==> config.mk <==
export PLATFORM = sky130hd
export DESIGN_NAME = load_store_unit
export DESIGN_NICKNAME = d
export VERILOG_FILES = /design/src/rtl/load_store_unit.sv
export SDC_FILE = /design/constraint.sdc
export NUM_CORES = 1
export LEC_CHECK = 0
export ABC_AREA = 1
export BUFFER_PORTS_ARGS = -buffer_cell sky130_fd_sc_hd__buf_2
export CAP_MARGIN = 15
export CORE_AREA = 2 2 94 96
export DETAILED_ROUTE_END_ITERATION = 8
export DIE_AREA = 0 0 96 98
export PLACE_DENSITY = 0.9
export RECOVER_POWER = 50
export SYNTH_ARGS = -nofsm -noshare
export SYNTH_HDL_FRONTEND = slang
export SYNTH_SLANG_ARGS = --single-unit
==> constraint.sdc <==
create_clock -name clock -period 1.55 [get_ports clock]
set_input_delay 0.2325 -clock clock [delete_from_list [all_inputs] [get_ports clock]]
set_output_delay 0.2325 -clock clock [all_outputs]
set_load 0.005 [all_outputs]
==> src/rtl/load_store_unit.sv <==
// Load/store unit between the CPU and a synchronous-read data memory (one-cycle read latency).
// Define LSU_SUBWORD_EN to enable byte/halfword accesses; otherwise only aligned words are legal.
module load_store_unit #(
  parameter int ADDR_WIDTH = 12,
  parameter int DATA_WIDTH = 32
) (
  input  logic                  clock,
  input  logic                  reset,
  input  logic                  req,
  input  logic                  store,
  input  logic [1:0]            size,
  input  logic                  sign_ext,
  input  logic [31:0]           addr,
  input  logic [DATA_WIDTH-1:0] wdata,
  output logic [DATA_WIDTH-1:0] rdata,
  output logic                  done,
  output logic                  busy,
  output logic                  misaligned,
  output logic [ADDR_WIDTH-1:0] mem_addr,
  output logic [DATA_WIDTH-1:0] mem_data,
  output logic                  mem_we,
  input  logic [DATA_WIDTH-1:0] mem_q
);

  typedef enum logic [2:0] {IDLE, READ, CAPTURE, WRITE, DONE} state_t;

  state_t                  state_q;
  logic                    store_q;
  logic [1:0]              size_q;
  logic                    sext_q;
  logic [ADDR_WIDTH+1:0]   addr_q;
  logic [DATA_WIDTH-1:0]   wword_q;
  logic [DATA_WIDTH-1:0]   rdata_q;
  logic                    done_q;
  logic                    mis_q;
  logic                    we_q;
  logic                    mis_d;

`ifdef LSU_SUBWORD_EN
  function automatic logic [31:0] load_extract(input logic [31:0] word, input logic [1:0] sz,
                                               input logic [1:0] off, input logic sext);
    logic [7:0]  b;
    logic [15:0] h;
    logic [31:0] res;
    b = 8'(word >> {off, 3'b000});
    h = 16'(word >> {off[1], 4'b0000});
    case (sz)
      2'b00:   res = sext ? {{24{b[7]}}, b} : {24'b0, b};
      2'b01:   res = sext ? {{16{h[15]}}, h} : {16'b0, h};
      default: res = word;
    endcase
    return res;
  endfunction

  // Sub-word stores only: replace the addressed lane(s) of the old word.
  function automatic logic [31:0] store_merge(input logic [31:0] old, input logic [31:0] wd,
                                              input logic [1:0] sz, input logic [1:0] off);
    logic [31:0] mask;
    logic [31:0] data;
    if (sz == 2'b00) begin
      mask = 32'h0000_00FF << {off, 3'b000};
      data = {24'b0, wd[7:0]} << {off, 3'b000};
    end else begin
      mask = 32'h0000_FFFF << {off[1], 4'b0000};
      data = {16'b0, wd[15:0]} << {off[1], 4'b0000};
    end
    return (old & ~mask) | (data & mask);
  endfunction
`endif

  always_comb begin
    case (size)
`ifdef LSU_SUBWORD_EN
      2'b00:   mis_d = 1'b0;
      2'b01:   mis_d = addr[0];
`endif
      2'b10:   mis_d = |addr[1:0];
      default: mis_d = 1'b1;
    endcase
  end

  always_ff @(posedge clock) begin
    if (reset) begin
      state_q <= IDLE;
      store_q <= 1'b0;
      size_q  <= 2'b00;
      sext_q  <= 1'b0;
      addr_q  <= '0;
      wword_q <= '0;
      rdata_q <= '0;
      done_q  <= 1'b0;
      mis_q   <= 1'b0;
      we_q    <= 1'b0;
    end else begin
      done_q <= 1'b0;
      mis_q  <= 1'b0;
      we_q   <= 1'b0;
      case (state_q)
        IDLE: begin
          if (req) begin
            store_q <= store;
            size_q  <= size;
            sext_q  <= sign_ext;
            addr_q  <= addr[ADDR_WIDTH+1:0];
            wword_q <= wdata;
            if (mis_d) begin
              state_q <= DONE;
              done_q  <= 1'b1;
              mis_q   <= 1'b1;
            end else if (store && size == 2'b10) begin
              state_q <= WRITE;
              we_q    <= 1'b1;
            end else begin
              state_q <= READ;
            end
          end
        end
        READ: state_q <= CAPTURE;
        CAPTURE: begin
`ifdef LSU_SUBWORD_EN
          if (store_q) begin
            wword_q <= store_merge(mem_q, wword_q, size_q, addr_q[1:0]);
            state_q <= WRITE;
            we_q    <= 1'b1;
          end else begin
            rdata_q <= load_extract(mem_q, size_q, addr_q[1:0], sext_q);
            state_q <= DONE;
            done_q  <= 1'b1;
          end
`else
          // Only word loads reach CAPTURE in this build.
          rdata_q <= mem_q;
          state_q <= DONE;
          done_q  <= 1'b1;
`endif
        end
        WRITE: begin
          state_q <= DONE;
          done_q  <= 1'b1;
        end
        DONE:    state_q <= IDLE;
        default: state_q <= IDLE;
      endcase
    end
  end

  assign rdata      = rdata_q;
  assign done       = done_q;
  assign misaligned = mis_q;
  assign busy       = (state_q != IDLE);
  assign mem_addr   = addr_q[ADDR_WIDTH+1:2];
  assign mem_data   = wword_q;
  // Gated with reset so an abandoned store can never reach memory.
  assign mem_we     = we_q & ~reset;

  logic unused_bits;
`ifdef LSU_SUBWORD_EN
  assign unused_bits = ^{addr[31:ADDR_WIDTH+2], store_q};
`else
  assign unused_bits = ^{addr[31:ADDR_WIDTH+2], store_q, size_q, sext_q, addr_q[1:0]};
`endif

endmodule

After elaboration in Yosys (flattened, before gate mapping) --
Index checks and enable logic that the tools add are counted.
Word-level totals: output and inout port bits 80, register bits after elaboration 84, word-level logic and storage cells 33, input port bits 103
Operators by class: eq/ne operators 5, reduce and logical (&&, ||, !) cells 8, bitwise gates (word level) 4, mux-type cells 9
Operators by type and width (number):
- 3-bit case mux with 3 select lines | 1
- 3-bit by 2-bit equality test with 1-bit output, second input constant | 2
- 3-bit two-way mux | 2
- 2-bit OR reduction | 3
- 1-bit two-way mux | 4
- 4-bit OR reduction | 1
- 3-bit by 1-bit equality test with 1-bit output, second input constant | 1
- 3-bit logical NOT | 1
- 1-bit NOT | 3
- 3-bit nonzero test | 1
- 2-bit equality test, second input constant | 1
- 2-bit two-way mux | 1
- 2-bit != test, second input constant | 1
- 1-bit case mux with 2 select lines | 1
- 2-bit AND reduction | 1
- 1-bit AND | 1
- 1-bit logical AND | 1

Longest topological paths before layout --
Gate-level depths: netlist of run 1.
word-level depth 6, gate-level depth with buffers 7, mapped depth without buffers 5

Worst setup path before layout of run 1 --
No wires, ideal clock.
path kind reg2reg, start point reg state_q[1], end point reg addr_q[10], period minus slack after synthesis 1.096 ns, arrival time 0.986 ns, stages on the path, launching flop included 8, path buffers 3, path slack 0.454 ns, library setup time 0.110 ns, data required time 1.440 ns, path through dfxtp_1 buf_6 nor2_8 buf_6 buf_4 nand4_1 nand2_1 nor2_1
On the way: longest elaborated chain between the ends 2
Ends and longest elaborated chain:
- start: declaration | line 27 | state_t state_q;
- start signal: assignment | line 84 | state_q <= IDLE;
- start signal: assignment | line 107 | state_q <= DONE;
- start signal: assignment | line 111 | state_q <= WRITE;
- 3-bit logical NOT
- 2-bit AND reduction (no line)
- end signal: assignment | line 104 | addr_q <= addr[ADDR_WIDTH+1:0];
- end: declaration | line 31 | logic [ADDR_WIDTH+1:0] addr_q;
Every way passes these cells. A chain may end at the register's enable or synchronous reset.

Worst setup path after layout of run 1 --
start point reg state_q[2], end point out busy
On the way: longest elaborated chain between the ends 1
Ends and longest elaborated chain:
- 3-bit nonzero test | line 150 | assign busy = (state_q != IDLE);
- end: declaration | line 17 | output logic busy,
Every way passes these cells.

==> metrics, run 1 <==
GRT Total Usage 20.1%; pwr/cell area 925 nW/um^2; CP Class reg -> out; share of cells above drive strength 1 22.5%; Worst-path clk slew 0.09 ns; Mapped Cells 554; Final Skew 0.0163 ns; Initial Util 44.6%; vias per cell 4.66; Leak 0.00264 uW; TritonCTS clock tree done; Synth cell types 19; first-pass GRT wire length 15.4 mm; relative slew slack 77.2%; n_diodes 0; Syn Nets 657; Critical Path AT 1.22 ns; Synth top area share 43.5%; Residual DRC 0; clk root buf clkbuf_8; Hold Crit Class in -> reg; Std-Cell Rows 34; area delta synth->final 27.7%; synth top area cells dfxtp_1, inv_1, nand4_1, nand2_1, nor2_1; Die ar. 9410 sq um; Yosys top cell by area dfxtp_1; hpwl dp 6.75 mm; Final Setup Violations 0; Nets 808; number of global-route vias before repair 3478; Syn. warnings 0; antenna violations before repair 0; PortBufs 163; Period Utilization, post-route 93.6%; largest net degree at the start of global routing 34; remaining antenna violation count 0; area of the core 8470 sq um; Max FO, Critical Path 11; post-route cell area 4820 sq um; crit start category flop; global route overflow 0; CP max-delay cell dfxtp_1; setup_tns 0 ns; Area after DPL 4640 sq um; synthesized area 3780 sq um; fin. max-slew vios 0; Crit path largest cell delay 0.38 ns; Initial DRT Pass Iterations 4; IO Pins 183; Synth Register Bits 82; CTS sink count 82; RSZ-0062 raised after global routing no; fmax 0.689 GHz; Final Critical Period 1.45 ns; Die W 96 um; VDD IR max 594 uV; R2R Setup Slk 0.23 ns; Hold-fix buffers, CTS 0; final WL 9.63 mm; gpl congestion 0.765; status finished, final reports clean; Max Root-Sink Buffers 2; total power after layout 4460 uW; DR iter-0 viols 151; Slew @ Worst Pin 0.342 ns; most common cell after layout, fill and taps aside inv_1; crit path cell chain nor2_8 -> buf_12 -> nand2_1 -> buf_2; clock latency on the worst-skew pair 0.33 ns; Max-Cap Viols 0; Seq/Total Area, Yosys 43.5%; commonest cells after routing, fill and taps aside inv_1, nand2_1, buf_2, dfxtp_1, nand4_1; WL per Instance 11.8 um; total CTS buffers 9; Die Y 98 um; vias 3813; syn avg cell area 6.82 sq um; Req. time, crit path 1.32 ns; # H-tree levels 3; Setup crit end kind output pin; Fin. Hold Viols 0
## stage by stage
stage | worst slack, ns | std cells | hold slack, ns | util, %
floorplan | 0.454 | 554 | 0.353 | -
global placement | 0.265 | 800 | 0.445 | 54.8
detailed placement | 0.242 | 800 | 0.448 | 54.8
CTS | 0.0187 | 816 | 0.132 | 57.1
global route | 0.00919 | 818 | 0.140 | 57.0
finish | 0.0985 | 818 | 0.150 | 57.0
## repair_timing
item,in CTS,in global routing
setup endpoints to repair,1,1
gates resized for setup,3,2
gates cloned,0,1
hold endpoints to repair,0,0
pin swaps,0,1
setup buffers,0,1
## path summary, 6_finish.rpt
| path | start | endpoint | cells after the start |
|---|---|---|---|
| setup / recovery | state_q[2] | busy | 4 |
| hold / removal | store | we_q | 3 |
| setup reg to reg | state_q[2] | mem_data[4] | 6 |
| hold reg to reg | rdata[8] | rdata[8] | 2 |
## state kept, by name, summed over array words and instances (netlist names)
name        count
mem_data       32
addr_q         12
rdata          32
done            1
state_q         3
we_q            1
misaligned      1
## critical path: cells and delay by family (launching register included)
kind	cells	cell delay, ns
flops	1	0.38
buf+inv	2	0.28
simple gates	2	0.22
## area by class of cell
type                            instances  area (sq um)
Clock buffer                           10           128
Timing Repair Buffer                  181           953
Sequential cell                        82          1650
Multi-Input combinational cell        293          1380
Clock inverter                          6          65.1
Tap cell                              108           135
Inverter                              138           518
Fill cell                             830          3640
## per-layer routing
layer	track usage, %	share of wire [%]	vias to the layer above
li1	-	-	1992
met1	24.2	43	1667
met2	34.6	49	148
met3	6.10	7.5	6
met4	5.16	0.71	0
met5	0	0	-
## cells in the mapped netlist (all sizes together)
| master | count |
|---|---|
| nand3b | 1 |
| clkbuf | 10 |
| nand2 | 125 |
| nand3 | 4 |
| dfxtp | 82 |
| o21ai | 2 |
| buf | 31 |
| nand4 | 77 |
| nor2 | 50 |
| a21oi | 33 |
| inv | 138 |
| nor3 | 1 |
## where the power goes
| group | internal, uW | switching (uW) |
|---|---|---|
| Clock | 749 | 758 |
| Sequential | 2210 | 55.2 |
| Combinational | 304 | 387 |
## kinds of logic (layout without fill, tap and decap cells)
kind of cell | after synthesis | after routing | synth area share, %
simple gates | 258 | 258 | 31.9
buf+inv | 179 | 335 | 20.0
compound gates | 35 | 35 | 4.64
flops | 82 | 82 | 43.5
(Power assumes the default switching activity.)
==> run 2, diff against run 1 <==
--- a/config.mk
+++ b/config.mk
@@ -5,13 +5,12 @@
 export SDC_FILE = /design/constraint.sdc
 export NUM_CORES = 1
 export LEC_CHECK = 0
-export ABC_AREA = 1
 export BUFFER_PORTS_ARGS = -buffer_cell sky130_fd_sc_hd__buf_2
 export CAP_MARGIN = 15
-export CORE_AREA = 2 2 94 96
+export CORE_AREA = 2 2 86 88
 export DETAILED_ROUTE_END_ITERATION = 8
-export DIE_AREA = 0 0 96 98
-export PLACE_DENSITY = 0.9
+export DIE_AREA = 0 0 88 90
+export PLACE_DENSITY = 0.89
 export RECOVER_POWER = 50
 export SYNTH_ARGS = -nofsm -noshare
 export SYNTH_HDL_FRONTEND = slang
==> run 2 against run 1 <==
Against the previous run:
- worst setup slack lost 0.066 ns
- global-route usage shrank 2.5 points
- via count shrank 25%
- non-clock buffer count shrank 5
- synthesized cell count shrank 37%
- cell count shrank 25%
- count of clock-buffer cells in the layout is the same
- power shrank 7.3%
- routed wire length shrank 25%
- register-to-register slack lost 0.15 ns
- largest cell class unchanged
==> metrics, run 2 <==
Std-Cell Rows 31; CP max-delay cell or3_1; Syn. warnings 0; Synth Area in Compound Gates 13.6%; switching part of the total 23.7%; # fillers 673; CTS sink count 82; Power Internal 3160 uW; ys flop type dfxtp_1; clock share of power 36.3%; largest net degree at the start of global routing 35; Max FO, Critical Path 6; crit start category flop; main combinational cell family by area after synthesis simple AND/OR/NAND/NOR gates; total setup buffers inserted after CTS 0; DR iter-0 viols 93; Crit path largest cell delay 0.36 ns; Final Setup Violations 0; Yosys top cell by area dfxtp_1; area of the core 7020 sq um; antenna violations before repair 0; gpl congestion 0.747; critical path's top delay family simple AND/OR/NAND/NOR gates; number of synthesized flops with an enable pin 0; syn avg cell area 8.10 sq um; final setup margin 0.0330 ns; Post-Place Worst Slack 0.0619 ns; Req. time, crit path 1.32 ns; Worst-path clk slew 0.08 ns; vias 2843; Synth Register Bits 82; total power after layout 4140 uW; WL per Instance 11.7 um; Hold Crit Class in -> reg; total CTS buffers 9; CP Class reg -> out; Die W 88 um; synthesized area 2830 sq um; Leak 0.00172 uW; Die ar. 7920 sq um; simple-gate area share of the yosys netlist 24.8%; VDD IR max 534 uV; # H-tree levels 3; area delta synth->final 39.9%; crit path cell chain buf_6 -> or3_1 -> buf_2; fin. max-slew vios 0; Logic pwr share 10.0%; vias per cell 4.62; status finished, final reports clean; global route overflow 0; R2R Setup Slk 0.08 ns; FF+latch area 1640 sq um; Syn Nets 453; Max-Cap Viols 0; relative slew slack 75.1%; fmax 0.659 GHz; multi-input logic area 1090 sq um; n_diodes 0; Synth Area in XOR/XNOR 0%; Initial Util 40.4%; most frequent cell after synthesis nand2_1; Sw Pwr 982 uW; Period Utilization, post-route 97.9%; Post-Synth Adder-Cell Area 0%; Final Skew 0.00702 ns; Setup crit end kind output pin; synth top area cells dfxtp_1, nand2_1, a21oi_1, clkbuf_1, buf_2; Fin. Hold Viols 0; Synth top area share 57.9%; IO Pins 183; Residual DRC 0; Nets 615; clock latency on the worst-skew pair 0.33 ns; number of global-route vias before repair 2674; first-pass GRT wire length 11.2 mm; final WL 7.21 mm; Slew @ Worst Pin 0.368 ns; Seq/Total Area, Yosys 57.9%; PortBufs 163; mux contribution to synthesized area 0%; pwr/cell area 1040 nW/um^2; Sequential Power Share 53.7%; most common cell after layout, fill and taps aside nand2_1; GRT Total Usage 17.6%; Hold-fix buffers, CTS 0; remaining antenna violation count 0; Post-synth top cells nand2_1, dfxtp_1, a21oi_1; commonest cells after routing, fill and taps aside nand2_1, buf_2, dfxtp_1, a21oi_1, clkbuf_1; hpwl dp 5.31 mm; RSZ-0062 raised after global routing yes; Max Root-Sink Buffers 2; Final Critical Period 1.52 ns; TritonCTS clock tree done; Synth cell types 18; Async S/R FF share, synth 0%; crit path buf inv count 2; clk root buf clkbuf_8; Mapped Cells 350; post-layout util 56.5%; Critical Path AT 1.28 ns; share of cells above drive strength 1 30.6%; Die Y 90 um; Initial DRT Pass Iterations 4
==> run 2: cell count changes in the layout (fill, tap and decap cells not counted), sizes merged, moves of 2 or more <==
cell | previous run | this run
o21ai | 2 | 0
nor4b | 0 | 2
nand3 | 4 | 0
a21oi | 33 | 76
nor3b | 0 | 3
or2 | 0 | 2
nor2 | 50 | 0
nand4 | 77 | 0
inv | 139 | 0
buf | 138 | 136
nand2 | 125 | 152
clkbuf | 53 | 50
==> run 2: cell families (layout without fill, tap and decap cells) <==
| logic type | count (synthesis) | count (layout) |
|---|---|---|
| flops | 82 | 82 |
| buf+inv | 25 | 191 |
| compound gates | 77 | 77 |
| simple gates | 166 | 166 |
==> run 2: worst paths after layout <==
check        startpoint         to  cells after the start
max          state_q[1]       busy                      3
min           mem_q[14]  rdata[14]                      3
max reg2reg  state_q[0]       we_q                      4
min reg2reg   rdata[14]  rdata[14]                      2
==> run 2: power groups by stage <==
stage	clock [uW]	combinational (uW)	sequential (uW)
4_1_cts	1550	428	2220
2_1_floorplan	0	176	2280
6_report	1500	414	2220
3_3_place_gp	0	416	2270
3_5_place_dp	0	427	2270
5_1_grt	1640	461	2230
==> run 2: final cells by class <==
type,count,area share (%)
well taps,99,3.12
multi-input cells,243,27.6
flip-flops and latches,82,41.5
clock buffers,10,3.47
clock inverters,5,1.39
repair buffers,176,22.9
==> run 2: stage by stage <==
step                      hold WS, ns  instance area (sq um)  cells  setup TNS, ns
after floorplan                 0.354                   2830    350              0
final                           0.126                   3970    615              0
after CTS                       0.108                   4010    615              0
after global placement          0.439                   3810    600              0
after detailed placement        0.446                   3810    600              0
after global routing            0.103                   3970    615        -0.0277
==> run 2: per-layer routing <==
layer  global-route usage (%)  routed length, um
met1                     17.8               2850
met4                     7.31                123
met3                     5.14                504
met2                     32.7               3730
met5                        0                  0
==> run 2: timing repair <==
| action | in CTS | in global routing |
|---|---|---|
| setup endpoints to repair | 1 | 10 |
| hold endpoints to repair | 0 | 0 |
| gates resized for setup | 1 | 4 |
| pin swaps | 0 | 1 |
==> run 2: worst register-to-register path: cells and delay by family, from the launching register on <==
family                 cells  cell delay (ns)
and+or+nand+nor            3             0.90
buffers and inverters      1             0.19
DFF                        1             0.32
